**src/rtl/csa_pkg.sv**
```systemverilog
// Shared types and helpers for the bit-serial carry-save adder datapath:
// frame FSM states, default operand width and bit-counter sizing.
package csa_pkg;

  typedef enum logic [1:0] {
    IDLE  = 2'd0,
    CLEAR = 2'd1,
    SHIFT = 2'd2
  } state_e;

  localparam int DEFAULT_WIDTH = 8;

  // Counter must reach WIDTH (the flush index), hence w+1.
  function automatic int cnt_width(input int w);
    return $clog2(w + 1);
  endfunction

endpackage

```
**src/rtl/csa_piso.sv**
```systemverilog
// WIDTH-bit parallel-in / serial-out register, shifting right (LSB first).
// The vacated MSB is filled from ext_in so the flush bit can be sign or zero.
module csa_piso
  import csa_pkg::*;
#(
  parameter int WIDTH = DEFAULT_WIDTH
) (
  input  logic             clk,
  input  logic             rst_n,
  input  logic             load,
  input  logic             shift,
  input  logic             ext_in,
  input  logic [WIDTH-1:0] load_data,
  output logic             lsb,
  output logic             msb
);

  logic [WIDTH-1:0] data_q;
  logic [WIDTH-1:0] data_d;

  always_comb begin
    data_d = data_q;
    if (load) begin
      data_d = load_data;
    end else if (shift) begin
      data_d = {ext_in, data_q[WIDTH-1:1]};
    end
  end

  always_ff @(posedge clk or negedge rst_n) begin
    if (!rst_n) begin
      data_q <= '0;
    end else begin
      data_q <= data_d;
    end
  end

  assign lsb = data_q[0];
  assign msb = data_q[WIDTH-1];

endmodule

```
**src/rtl/csa_operand_serializer.sv**
```systemverilog
// Serializes an operand pair LSB-first into the carry-save adder, framing each
// pair with a one-cycle clr and ending it with a flush bit for the final carry.
module csa_operand_serializer
  import csa_pkg::*;
#(
  parameter int WIDTH    = DEFAULT_WIDTH,
  parameter int SIGN_EXT = 0
) (
  input  logic             clk,
  input  logic             rst_n,
  input  logic             in_valid,
  input  logic [WIDTH-1:0] in_a,
  input  logic [WIDTH-1:0] in_b,
  output logic             in_ready,
  output logic             x,
  output logic             y,
  output logic             clr,
  output logic             bit_valid,
  output logic             bit_last,
  output logic             busy
);

  localparam int             CW       = cnt_width(WIDTH);
  localparam logic [CW-1:0]  LAST_IDX = CW'(WIDTH);

  // Handshake: a pair transfers on any rising edge where in_valid && in_ready;
  // in_ready is a function of registered state only, never of in_valid.

  state_e        state_q, state_d;
  logic [CW-1:0] idx_q, idx_d;
  logic          load;
  logic          shift;
  logic          accept;
  logic          flush;
  logic          a_lsb, a_msb, b_lsb, b_msb;
  logic          a_ext, b_ext;

  assign a_ext = (SIGN_EXT != 0) ? a_msb : 1'b0;
  assign b_ext = (SIGN_EXT != 0) ? b_msb : 1'b0;

  csa_piso #(.WIDTH(WIDTH)) u_piso_a (
    .clk       (clk),
    .rst_n     (rst_n),
    .load      (load),
    .shift     (shift),
    .ext_in    (a_ext),
    .load_data (in_a),
    .lsb       (a_lsb),
    .msb       (a_msb)
  );

  csa_piso #(.WIDTH(WIDTH)) u_piso_b (
    .clk       (clk),
    .rst_n     (rst_n),
    .load      (load),
    .shift     (shift),
    .ext_in    (b_ext),
    .load_data (in_b),
    .lsb       (b_lsb),
    .msb       (b_msb)
  );

  always_comb begin
    state_d  = state_q;
    idx_d    = idx_q;
    load     = 1'b0;
    shift    = 1'b0;
    flush    = (state_q == SHIFT) && (idx_q == LAST_IDX);
    in_ready = (state_q == IDLE) || flush;
    accept   = in_valid && in_ready;

    case (state_q)
      IDLE: begin
        if (accept) begin
          load    = 1'b1;
          idx_d   = '0;
          state_d = CLEAR;
        end
      end
      CLEAR: begin
        idx_d   = '0;
        state_d = SHIFT;
      end
      SHIFT: begin
        if (flush) begin
          idx_d = '0;
          if (accept) begin
            load    = 1'b1;
            state_d = CLEAR;
          end else begin
            state_d = IDLE;
          end
        end else begin
          // Shift registers stay put during flush; their ext fill is the flush bit.
          shift = 1'b1;
          idx_d = idx_q + CW'(1);
        end
      end
      default: begin
        state_d = IDLE;
        idx_d   = '0;
      end
    endcase
  end

  always_ff @(posedge clk or negedge rst_n) begin
    if (!rst_n) begin
      state_q <= IDLE;
      idx_q   <= '0;
    end else begin
      state_q <= state_d;
      idx_q   <= idx_d;
    end
  end

  assign clr       = (state_q == CLEAR);
  assign bit_valid = (state_q == SHIFT);
  assign bit_last  = flush;
  assign busy      = (state_q != IDLE);
  assign x         = (state_q == SHIFT) ? a_lsb : 1'b0;
  assign y         = (state_q == SHIFT) ? b_lsb : 1'b0;

endmodule
```
**config.mk**
```make
export PLATFORM = sky130hd
export DESIGN_NAME = csa_operand_serializer
export DESIGN_NICKNAME = d
export VERILOG_FILES = /design/src/rtl/csa_pkg.sv /design/src/rtl/csa_piso.sv /design/src/rtl/csa_operand_serializer.sv
export SDC_FILE = /design/constraint.sdc
export NUM_CORES = 1
export LEC_CHECK = 0
export ABC_CLOCK_PERIOD_IN_PS = 3600
export BUFFER_PORTS_ARGS = -buffer_cell sky130_fd_sc_hd__buf_4
export CAP_MARGIN = 10
export CORE_MARGIN = 2
export CORE_UTILIZATION = 45
export DETAILED_ROUTE_END_ITERATION = 7
export HOLD_SLACK_MARGIN = 0.1
export PLACE_DENSITY = 0.68
export SLEW_MARGIN = 20
export SYNTH_ARGS = -nofsm -noshare
export SYNTH_HDL_FRONTEND = slang
export SYNTH_SLANG_ARGS = --single-unit
```
**constraint.sdc**
```tcl
create_clock -name clk -period 3.6 [get_ports clk]
set_input_delay 0.54 -clock clk [delete_from_list [all_inputs] [get_ports clk]]
set_output_delay 0.54 -clock clk [all_outputs]
set_load 0.005 [all_outputs]
```
==> out/qor.yml <==
yosys:
  synth_area_leaders: "dfrtp_1, a211oi_1, a31oi_1"
  synth_top_family_by_area: "compound AO/OA/AOI/OAI gates"
  synth-compound-area-share_pct: 26.0
  synth_top_cell_by_area: "dfrtp_1"
  synth_area_mm2: 0.00121
  syn-num-nets: 149
  ys_ff_latch: 22
  synth_top_flop_cell: "dfrtp_1"
  synth_edf_count: 0
  synth-xor-area-share_pct: 0
  syn_area_per_cell_um2: 9.43
  async_flop_share_pct: 100
  ys_warn_count: 0
  synth_top_area_share_pct: 45.6
  synth-adder-area-share_pct: 2.07
  synthMuxAreaShare_pct: 1.66
  yosysSeqAreaShare_pct: 45.6
  synthCells: 128
  yosys.area_share.simple_pct: 16.5
  ys_types: 30
setup_path:
  endpoint_kind: "primary output"
  reg2reg_to: "u_piso_a.data_q[4]"
  arrival_ns: 2.30
  regToRegSetupSlack_ns: 1.47
  path_cells: "nand2b_1, inv_2, and2_1, buf_4"
  critPathLaunchType: "register"
  path_class: "register to primary output"
  cpMaxStageDelayCell: "dfrtp_1"
  cp_max_fo: 21
  required_ns: 3.06
  rr_startpoint: "state_q[1]"
  reg2reg_depth: 4
  cpPeakStageDelay_ns: 0.77
  endpoint: "x"
  cp-startpoint: "state_q[1]"
timing:
  worst_pin_slew_ns: 0.643
  setup_viol: 0
  hold_violations: 0
  period_share_pct: 79.0
  fmax_mhz: 352
  worst_slack_ns: 0.757
  final_max_slew_viol_count: 0
  clock_skew_ns: 0.00929
  setup-tns-final_ns: 0
  min_period_ns: 2.84
  rsz0062_at_grt: "false"
  slew-limit-headroom_pct: 57.1
  hold_ws_ns: 0.470
finish:
  drive_above_1_share_pct: 22.9
  antenna_cells: 0
  final_cell_mix: "buf_4, dfrtp_1, o21ai_0"
  layout_commonest_cell: "buf_4"
  post-route-util_pct: 55.6
  nets: 167
  syn2layout_area_growth_pct: 15.0
clock_tree:
  numCtsBuffers: 3
  ctsResizeCount: 0
  clk_pin_slew_ns: 0.11
  root_buffer: "clkbuf_4"
  cts_tree: "built"
  clk_latency_ns: 0.31
  clockBufferDepth: 2
  h-tree-depth: 1
  clkSinkCount: 22
detailed_routing:
  dr.pass1.iters: 4
  via_count: 1016
  first_iter_violations: 36
  drc_errors: 0
  top_layer_used: "met4"
  dr_wl_met2_um: 1180
  ant_nets: 0
  route.met3.wl_um: 135
  postRouteWirelength_um: 2570
  via_per_inst: 5.84
  wl_met1_um: 1220
  post_drt_wl_per_cell_um: 14.8
grt:
  grt_pass1_vias: 985
  antenna_found_initial: 0
  grt.overflow.total: 0
  grt_max_degree: 34
  grt_pass1_wl_um: 4470
  grt.total_usage_pct: 18.3
floorplanning:
  core_mm2: 0.00250
  initial_utilization_pct: 48.3
  die_h_um: 55.8
  num_io_pins: 26
  die-area_mm2: 0.00311
  num_rows: 18
  die_w_um: 55.8
pwr:
  ir_drop_v: 0.000571
  leakage_nw: 0.611
  p_per_area_mw_per_mm2: 712
placement:
  place_ws_ns: 1.14
  place_congestion: 0.758
  port_buffers: 25
  dp_hpwl_um: 1680
min_path:
  hp-class: "primary input to register"
run:
  max-cap-violations: 0
run_status:
  run_status: "finished clean"
[area by class of cell]
| type | count | area [um2] |
|---|---|---|
| timing repair buffer | 26 | 198 |
| tap | 30 | 37.5 |
| sequential | 22 | 551 |
| inverter | 6 | 22.5 |
| multi-input combinational | 87 | 558 |
| clock buffer | 3 | 22.5 |
| fill | 223 | 1110 |
[per-layer routing]
layer / vias to the layer above / global-route usage [%]
li1: 510 / -
met1: 470 / 23.6
met2: 32 / 27.7
met3: 4 / 6.51
met4: 0 / 7.32
met5: - / 0
[worst min-delay path by stage]
stage	slack, ns	end	depth (start not counted)	startpoint
finish	0.47	u_piso_a.data_q[7]	3	in_a[7]
global route	0.46	u_piso_a.data_q[7]	3	in_a[7]
CTS	0.10	u_piso_b.data_q[0]	1	rst_n
detailed placement	0.45	u_piso_b.data_q[0]	1	rst_n
global placement	0.44	idx_q[1]	1	rst_n
floorplan	0.24	idx_q[0]	0	rst_n
[sequential cells by signal (all words and copies together) (netlist names)]
name	count
u_piso_b.data_q	8
state_q	2
idx_q	4
u_piso_a.data_q	8
[synth_stat cells (2+ instances only)]
library cell  count
nand2_1           3
inv_1             5
nand3_1          16
mux2i_1           2
nand2b_1          3
clkbuf_1          3
ha_1              2
a31oi_1          14
and2_1            2
buf_2             7
a211oi_1         14
dfrtp_1          22
buf_6             2
o21ai_0          17
[kinds of logic after synthesis]
logic type,Yosys count
AOI/OAI and AO/OA,50
and+or+nand+nor,33
DFF,22
buffers and inverters,19
muxes,2
adders and majority gates,2
[repair_timing]
action | 4_1_cts | 5_1_grt
buffers inserted | 0 | 0
endpoints found under the setup margin | 0 | 0
hold buffers | 0 | 1
endpoints found under the hold margin | 0 | 22
[worst max-delay path, delay by kind of cell, from the launching register on]
| family | cells | cell delay (ns) |
|---|---|---|
| buffers and inverters | 2 | 0.54 |
| and+or+nand+nor | 2 | 0.69 |
| DFF | 1 | 0.77 |
[power breakdown]
| part | internal (mW) | switching (mW) | leakage [nW] |
|---|---|---|---|
| Sequential | 0.361 | 0.0942 | 0.268 |
| Clock | 0.0391 | 0.0700 | 0.0138 |
| Combinational | 0.201 | 0.224 | 0.330 |
| Total | 0.601 | 0.388 | 0.611 |
[through the flow]
step           cells  cell area (um2)  total power [mW]
4_1_cts          173             1380             0.993
2_1_floorplan    128             1210             0.778
6_report         174             1390             0.989
5_1_grt          174             1390              1.08
3_5_place_dp     170             1360             0.884
3_3_place_gp     170             1360             0.875
No activity file was read; power rests on OpenSTA's default activity.
